File: src/rtl/serial_b2_subtractor.sv
// Nibble-serial base-2 subtractor: computes X - Y - bin over NIBBLES 4-bit digits,
// least significant digit first, with the inter-digit borrow held in a flip-flop.

module n4_b2_subtractor (
    input  logic [3:0] a_i,
    input  logic [3:0] b_i,
    input  logic       bin_i,
    output logic [3:0] d_o,
    output logic       bout_o
);
    logic brw;

    // NOTE: blocking assignments are right here because brw is a ripple
    // temporary read back within the same pass; every output gets a default first.
    always_comb begin
        brw = bin_i;
        d_o = '0;
        for (int i = 0; i < 4; i++) begin
            d_o[i] = a_i[i] ^ b_i[i] ^ brw;
            brw    = (~a_i[i] & b_i[i]) | (~(a_i[i] ^ b_i[i]) & brw);
        end
        bout_o = brw;
    end
endmodule

module serial_b2_subtractor #(
    parameter int NIBBLES = 4
) (
    input  logic                   clock,
    input  logic                   reset_,
    input  logic                   start,
    input  logic [4*NIBBLES-1:0]   x,
    input  logic [4*NIBBLES-1:0]   y,
    input  logic                   bin,
    output logic                   ready,
    output logic                   done,
    output logic [4*NIBBLES-1:0]   d,
    output logic                   bout
);
    localparam int W  = 4 * NIBBLES;
    localparam int CW = $clog2(NIBBLES);
    localparam logic [CW-1:0] LAST = CW'(NIBBLES - 1);

    typedef enum logic [1:0] {IDLE, RUN, DONE} state_e;

    state_e         state_q;
    logic [W-1:0]   x_q, y_q, res_q, d_q;
    logic [CW-1:0]  cnt_q;
    logic           brw_q, ready_q, done_q, bout_q;

    logic [3:0]     stage_d;
    logic           stage_bout;
    logic [W-1:0]   res_d;

    n4_b2_subtractor u_stage (
        .a_i    (x_q[3:0]),
        .b_i    (y_q[3:0]),
        .bin_i  (brw_q),
        .d_o    (stage_d),
        .bout_o (stage_bout)
    );

    // Result fills from the top so the first digit lands in bits [3:0] after NIBBLES shifts.
    assign res_d = {stage_d, res_q[W-1:4]};

    // NOTE: all state here is sequential, so non-blocking only; the asynchronous
    // reset clears every register, including the operand and result shift regs.
    always_ff @(posedge clock or negedge reset_) begin
        if (!reset_) begin
            state_q <= IDLE;
            x_q     <= '0;
            y_q     <= '0;
            res_q   <= '0;
            d_q     <= '0;
            cnt_q   <= '0;
            brw_q   <= 1'b0;
            ready_q <= 1'b1;
            done_q  <= 1'b0;
            bout_q  <= 1'b0;
        end else begin
            done_q <= 1'b0;
            case (state_q)
                IDLE, DONE: begin
                    if (start) begin
                        x_q     <= x;
                        y_q     <= y;
                        brw_q   <= bin;
                        cnt_q   <= '0;
                        ready_q <= 1'b0;
                        state_q <= RUN;
                    end else begin
                        state_q <= IDLE;
                    end
                end
                RUN: begin
                    res_q <= res_d;
                    x_q   <= x_q >> 4;
                    y_q   <= y_q >> 4;
                    brw_q <= stage_bout;
                    if (cnt_q == LAST) begin
                        d_q     <= res_d;
                        bout_q  <= stage_bout;
                        done_q  <= 1'b1;
                        ready_q <= 1'b1;
                        state_q <= DONE;
                    end else begin
                        cnt_q <= cnt_q + 1'b1;
                    end
                end
                default: state_q <= IDLE;
            endcase
        end
    end

    assign ready = ready_q;
    assign done  = done_q;
    assign d     = d_q;
    assign bout  = bout_q;
endmodule

File: config.mk
export PLATFORM = sky130hd
export DESIGN_NAME = serial_b2_subtractor
export DESIGN_NICKNAME = d
export VERILOG_FILES = /design/src/rtl/serial_b2_subtractor.sv
export SDC_FILE = /design/constraint.sdc
export NUM_CORES = 1
export LEC_CHECK = 0
export ABC_AREA = 0
export CORE_MARGIN = 2
export CORE_UTILIZATION = 47
export DETAILED_ROUTE_END_ITERATION = 10
export PLACE_DENSITY = 0.73
export SYNTH_ARGS = -nofsm -noshare
export SYNTH_HDL_FRONTEND = slang
export SYNTH_SLANG_ARGS = --single-unit
export TNS_END_PERCENT = 10
File: constraint.sdc
create_clock -name clock -period 2.05 [get_ports clock]
set_input_delay 0.615 -clock clock [delete_from_list [all_inputs] [get_ports clock]]
set_output_delay 0.615 -clock clock [all_outputs]
set_load 0.02 [all_outputs]
==> metrics.txt, run 1 <==
# rows 29; antenna-violating nets left 0; Worst Setup Start Kind flip-flop; XOR/XNOR share of the synthesized area 0.2827%; count of input and output buffers 54; Synth Area in Simple Gates 10.26%; Hold Slack 275.4 ps; Yosys cell types 28; Seq/Total Area, Yosys 54.97%; Filler cells 515; H-Tree Depth 3; number of flops mapped to enable cells by yosys 0; proportion of synthesized area in mux cells 11.59%; CTS tree done; Worst VDD drop 0.8142 mV; outcome complete, but fails checks; Worst Hold Class input port to async pin; Register Area 1703 um2; Placer Congestion 0.7792; reg2reg setup slack -140 ps; Detailed Route Iter0 Violations 69; initial core utilization 48.79%; Routed WL 6284 um; reg-to-reg critical path startpoint brw_q; Die ar. 7256 um2; part of the cycle the worst path needs 106.8%; wire length per cell 15.07 um; drt pass-1 iters 5; CTS max path bufs 2; DRC Markers 0; final core utilization 63.00%; vias in the first global route 2335; Power Total 0.006240 W; Overflow after GRT 0; die width 85.19 um; Die Ht 85.19 um; WS Path Type flip-flop to flip-flop; hold bufs inserted after CTS 0; Clock Skew 5.815 ps; setup repair after global routing missed its margin true; Main synth FF type dfrtp_1; FF-to-FF path depth 8; Worst EP arrival 2420 ps; crit end category flip-flop; Required @ worst endpoint 2280 ps; Num CTS Buffers 9; DPL Wire Length 4364 um; share of layout cells above drive strength 1 17.35%; FF-to-FF End d[15]; Slew Limit Fails 0; leakage power 1.905 nW; area of the multi-input gates 1254 um2; CTS Sinks 68; Synth Cell Area 3098 um2; Mapped Cells 269; post-route setup slack -138.9 ps; Tmin final 2189 ps; # nets final 376; compound-cell area share of the yosys netlist 15.06%; Final Setup Violations 2; first-pass GRT wire length 10830 um; gr usage total 19.24%; Root Driver clkbuf_8; largest net degree at the start of global routing 69; failing checks negative setup slack; Post-Syn Area per Cell 11.52 um2; CORE AREA 6350 um2; Final Hold Violating Endpoints 0; worst setup path startpoint brw_q; flip-flop and latch count after synthesis 68; Clock Latency Late Sink 350 ps; crit-path max FO 2; main combinational cell family by area after synthesis compound AO/OA/AOI/OAI gates; Placed Area 3760 um2; Area Overhead vs Synth 29.12%; antenna violations before repair 0; Design Area, Final 4000 um2; PD cells 1560 nW/um2; most common cell after layout, fill and taps aside dfrtp_1; CTS clk-pin slew, worst paths 80 ps; io pins 55; vias per std cell 5.295; FFs w/ async S/R, synth 100.0%; Yosys warnings 0; Place WS -146.2 ps; Syn Nets 310; antenna cells 0; Max-slew headroom 66.32%; Synth Area in Adders 2.989%; Max Clk Rate 456.8 MHz; Via Count 2208; Max-cap violations 0; most frequent cells in the layout 67 x dfrtp_1, 52 x clkdlybuf4s50_1, 42 x nand2_1; Tightest Pin Transition 505.1 ps
==> power breakdown <==
part	total, W	internal, W	switching, W
sequential	0.00241	0.00196	0.000452
clock	0.00121	0.000680	0.000529
combinational	0.00262	0.00135	0.00127
==> sequential cells by signal, indices dropped and copies added (netlist names) <==
register / flops
d: 16
x_q: 16
y_q: 16
res_q: 12
cnt_q: 2
state_q: 2
bout: 1
brw_q: 1
done: 1
ready: 1
==> worst max-delay path by stage <==
stage / slack, ps / depth (start not counted) / to
2_1_floorplan: -80 / 8 / d[15]
3_3_place_gp: -100 / 8 / d[15]
3_5_place_dp: -150 / 8 / d[15]
4_1_cts: -160 / 8 / d[15]
5_1_grt: -240 / 8 / d[15]
6_report: -140 / 8 / d[15]
==> synth_stat cells (all sizes together), types with 3 or more instances <==
master	instances	area, um2
mux2	15	168.9
nor2	4	17.52
a22o	15	131.4
buf	14	101.4
dfrtp	67	1677
clkbuf	3	11.26
nor2b	12	77.58
a21o	13	97.59
and2b	4	32.53
fa	4	80.08
nand2	42	157.7
o21ai	14	70.07
a21oi	14	70.07
a211oi	13	97.59
inv	10	37.54
mux2i	19	190.2
==> final cells by class <==
type                    count  share of cell area, %
repair buffers             72                  17.36
clock inverters             7                  2.283
multi-input cells         174                  31.34
flip-flops and latches     68                  42.57
well taps                  77                  2.409
inverters                  10                 0.9384
clock buffers               9                  3.097
==> stage by stage <==
step           TNS (ps)  instances
5_1_grt          -569.5        417
4_1_cts          -158.4        416
2_1_floorplan    -84.22        269
3_5_place_dp     -207.8        398
3_3_place_gp     -105.3        398
6_report         -175.9        417
==> worst max-delay path, cell delays in order (launching register included) <==
cell and delay (ps):
dfrtp_1 390, inv_2 60, fa_1 150, inv_1 50
fa_2 330, fa_2 340, inv_2 60, fa_1 400
mux2_4 280
==> what timing repair did <==
item / in CTS / in global routing
pin swaps: 2 / 1
endpoints found under the setup margin: 4 / 3
buffers inserted: 2 / 1
hold endpoints to repair: 0 / 0
gates resized for setup: 2 / 2
==> cells by family after synthesis <==
group | Yosys count
flip-flops | 68
AO/OA/AOI/OAI | 69
AND/OR/NAND/NOR | 65
adder cells (fa/ha/maj) | 5
buffers and inverters | 27
XOR/XNOR | 1
multiplexers | 34
==> routing by layer <==
layer,track usage (%),part of all wire (%),routed length (um),up-vias
met5,0,0,0,-
met2,32.17,50,3117,59
li1,-,-,-,1062
met3,4.767,4.8,301,10
met4,6.926,1.5,92,0
met1,24.36,44,2773,1077
No activity file was read; power rests on OpenSTA's default activity.
==> inputs of run 2 (changes only) <==
REMOVE_ABC_BUFFERS = 1   (was unset)
==> metrics.txt, run 2 (synthesis gave the netlist of run 1 again) <==
outcome complete, but fails checks; failing checks negative setup slack; Required @ worst endpoint 2280 ps; WS Path Type flip-flop to flip-flop; most common cell after layout, fill and taps aside dfrtp_1; Slew Limit Fails 0; first-pass GRT wire length 9901 um; CP Buf/Inv Count 3; leakage power 1.927 nW; Power Total 0.006391 W; post-route setup slack -170.2 ps; metal1 wirelength 2587 um; # nets final 379; number of cells on the critical path 8; antenna violations before repair 0; CTS max path bufs 2; highest metal used met4; CP max stage cell dfrtp_1; DR WL met3 302 um; Clock Latency Late Sink 340 ps; H-Tree Depth 3; Die Ht 85.19 um; Tmin final 2220 ps; drt pass-1 iters 6; gr usage total 17.67%; Final Hold Violating Endpoints 0; Worst EP arrival 2450 ps; Placer Congestion 0.7251; initial core utilization 48.79%; DPL Wire Length 4165 um; crit-path max FO 2; Overflow after GRT 0; CP top delay family adder cells; Place WS -274.0 ps; Setup TNS -351.0 ps; CTS Sinks 68; Die ar. 7256 um2; share of layout cells above drive strength 1 19.24%; DRC Markers 0; Routed WL 5828 um; Placed Area 3777 um2; Design Area, Final 4046 um2; antenna-violating nets left 0; Final Setup Violations 3; vias per std cell 5.214; largest net degree at the start of global routing 69; vias in the first global route 2165; # rows 29; Worst VDD drop 0.8893 mV; metal2 WL 2808 um; setup repair after global routing missed its margin true; Num CTS Buffers 9; Clock Skew 5.817 ps; Cell Chain, Critical Path inv_2, fa_2, inv_2, fa_2, fa_2, inv_2, fa_1, mux2_2; die width 85.19 um; FF-to-FF path depth 8; Worst Hold Class input port to async pin; Tightest Pin Transition 510.2 ps; CTS clk-pin slew, worst paths 70 ps; Worst Setup Start Kind flip-flop; Filler cells 527; CORE AREA 6350 um2; slowest stage delay, CP 390 ps; Detailed Route Iter0 Violations 75; Max-cap violations 0; antenna cells 0; count of input and output buffers 54; part of the cycle the worst path needs 108.3%; Max Clk Rate 450.4 MHz; Area Overhead vs Synth 30.61%; io pins 55; crit end category flip-flop; wire length per cell 13.88 um; most frequent cells in the layout 67 x dfrtp_1, 52 x clkdlybuf4s50_1, 41 x nand2_1; PD cells 1579 nW/um2; Via Count 2190; Root Driver clkbuf_8; CTS tree done; Max-slew headroom 65.98%; Hold Slack 278.4 ps
-- run 2: changes by cell type in the layout (fill, tap and decap cells not counted), sizes merged --
cell | previous run | this run
clkbuf | 9 | 12
buf | 19 | 22
clkinv | 4 | 2
clkinvlp | 1 | 0
-- run 2: path summary, 6_finish.rpt --
check | slack (ps) | end | from
worst max-delay path | -170 | d[15] | brw_q
worst min-delay path | 280 | done | reset_
worst max register to register | -170 | d[15] | brw_q
worst min register to register | 470 | res_q[5] | res_q[5]
max in group asynchronous | 1470 | ready | reset_
min in group clock | 470 | res_q[5] | res_q[5]
-- run 2: through the flow --
stage	cells	utilization (%)
after floorplan	252	-
after global placement	401	59.49
after detailed placement	401	59.49
after CTS	420	63.72
after global routing	420	63.72
final	420	63.72
-- run 2: layer usage --
metal  GRT usage (%)  vias to the layer above
li1                -                     1061
met1           22.12                     1062
met2           28.41                       56
met3           4.183                       11
met4           9.524                        0
met5               0                        -
-- run 2: area by class of cell --
cell class	count	area [um2]	area share, %
repair buffers	75	716.9	17.72
multi-input cells	174	1257	31.08
clock buffers	12	165.2	4.082
flip-flops and latches	68	1703	42.08
well taps	77	96.34	2.381
clock inverters	4	70.07	1.732
inverters	10	37.54	0.9276
-- run 2: repair_timing --
action                                  4_1_cts  5_1_grt
hold buffers                                  0        0
setup buffers                                 3        0
resized for setup                            10        1
pin swaps                                     2        1
cloned                                        0        0
endpoints found under the setup margin        4        4
-- run 2: power breakdown --
part	switching [W]	total, W	internal, W
logic	0.00133	0.00275	0.00142
clock network	0.000498	0.00128	0.000780
registers	0.000393	0.00236	0.00196
-- run 2: worst register-to-register path, delay by kind of cell (launching register included) --
kind,cells,cell delay [ps]
adders and majority gates,4,1290
buffers and inverters,3,160
DFF,1,390
muxes,1,270
==> inputs of run 3 (changes only) <==
SKIP_LAST_GASP = 1   (was unset)
==> metrics.txt, run 3 (synthesis gave the netlist of run 1 again) <==
Via Count 2191; most common cell after layout, fill and taps aside dfrtp_1; Filler cells 528; drt pass-1 iters 4; Final Hold Violating Endpoints 0; slowest stage delay, CP 390 ps; Clock Skew 4.339 ps; Required @ worst endpoint 2280 ps; Setup TNS -442.0 ps; Sequential Power Share 37.0%; CTS max path bufs 2; Root Driver clkbuf_8; setup repair after global routing missed its margin true; Internal 0.004163 W; die width 85.19 um; CTS clk-pin slew, worst paths 70 ps; outcome complete, but fails checks; # rows 29; gr usage total 17.65%; Area Overhead vs Synth 30.49%; Cell Chain, Critical Path inv_2, fa_2, inv_1, fa_2, fa_2, inv_2, fa_1, mux2_2; first-pass GRT wire length 9887 um; share of layout cells above drive strength 1 18.37%; Detailed Route Iter0 Violations 75; CTS tree done; Tightest Pin Transition 522.1 ps; CP max stage cell dfrtp_1; Max-cap violations 0; DRC Markers 0; crit-path max FO 2; Placer Congestion 0.7251; most frequent cells in the layout 67 x dfrtp_1, 53 x clkdlybuf4s50_1, 42 x nand2_1; Worst Hold Class input port to async pin; failing checks negative setup slack; post-route setup slack -178.9 ps; switching power 0.002210 W; H-Tree Depth 3; Worst VDD drop 0.9132 mV; largest net degree at the start of global routing 69; CP Buf/Inv Count 3; Worst EP arrival 2460 ps; Final Setup Violations 4; reg-to-reg critical path startpoint brw_q; most frequent cell on the critical path fa_2; CP top delay family adder cells; Clock Latency Late Sink 340 ps; vias in the first global route 2162; Die ar. 7256 um2; CTS Sinks 68; part of the cycle the worst path needs 108.7%; Die Ht 85.19 um; Gate power share 42.9%; Slew Limit Fails 0; Place WS -274.0 ps; worst setup path startpoint brw_q; crit end category flip-flop; clock share of power 20.1%; Tmin final 2229 ps; io pins 55; PD cells 1576 nW/um2; leakage power 1.926 nW; sw frac 34.67%; antenna violations before repair 0; final core utilization 63.67%; wire length per cell 13.91 um; count of input and output buffers 54; antenna-violating nets left 0; Register Area 1703 um2; Overflow after GRT 0; Routed WL 5843 um; hold bufs inserted after CTS 0; CORE AREA 6350 um2; initial core utilization 48.79%; Max-slew headroom 65.19%; Num CTS Buffers 9; Max Clk Rate 448.6 MHz; area of the multi-input gates 1252 um2; Worst Setup Start Kind flip-flop; antenna cells 0; DPL Wire Length 4165 um; WS Path Type flip-flop to flip-flop; # nets final 379; vias per std cell 5.217
run 3: per-layer routing:
layer / up-vias / part of all wire, % / GRT usage (%)
met4: 0 / 2.2 / 9.524
met5: - / 0 / 0
li1: 1063 / - / -
met1: 1055 / 44 / 22.12
met2: 62 / 48 / 28.34
met3: 11 / 5.6 / 4.183
run 3: repair_timing:
| action | CTS | global route |
|---|---|---|
| endpoints found under the setup margin | 4 | 5 |
| buffers inserted | 3 | 0 |
| pin swaps | 2 | 0 |
| resized for setup | 6 | 0 |
run 3: layout make-up:
type	count	area share, %
Clock buffer	12	4.085
Tap cell	77	2.383
Timing Repair Buffer	75	17.77
Sequential cell	68	42.12
Clock inverter	4	1.733
Inverter	10	0.9285
Multi-Input combinational cell	174	30.98
run 3: path summary, 6_finish.rpt:
path	cells after the start	slack, ps	to
min in group clock	2	480	res_q[5]
max in group asynchronous	2	1460	ready
worst min-delay path	2	280	done
worst max-delay path	8	-180	d[15]
worst max register to register	8	-180	d[15]
worst min register to register	2	480	res_q[5]
run 3: through the flow:
| stage | instance area (um2) | std cells | power [W] | hold WS [ps] |
|---|---|---|---|---|
| 2_1_floorplan | 2985 | 252 | 0.003976 | 319.4 |
| 3_3_place_gp | 3777 | 401 | 0.004901 | 456.0 |
| 3_5_place_dp | 3777 | 401 | 0.005051 | 465.4 |
| 4_1_cts | 4043 | 420 | 0.006445 | 283.8 |
| 5_1_grt | 4043 | 420 | 0.006878 | 307.9 |
| 6_report | 4043 | 420 | 0.006373 | 279.7 |
run 3: worst reg2reg max path, delay by kind of cell, from the launching register on:
family | cells | cell delay [ps]
fa+ha+maj | 4 | 1270
flops | 1 | 390
mux | 1 | 270
buf+inv | 3 | 170
run 3: power by group through the flow:
stage               Sequential (W)  Clock [W]  Combinational [W]
floorplan                  0.00258          0            0.00139
global placement           0.00234          0            0.00256
detailed placement         0.00239          0            0.00267
CTS                        0.00236    0.00130            0.00278
global route               0.00245    0.00135            0.00308
finish                     0.00236    0.00128            0.00274
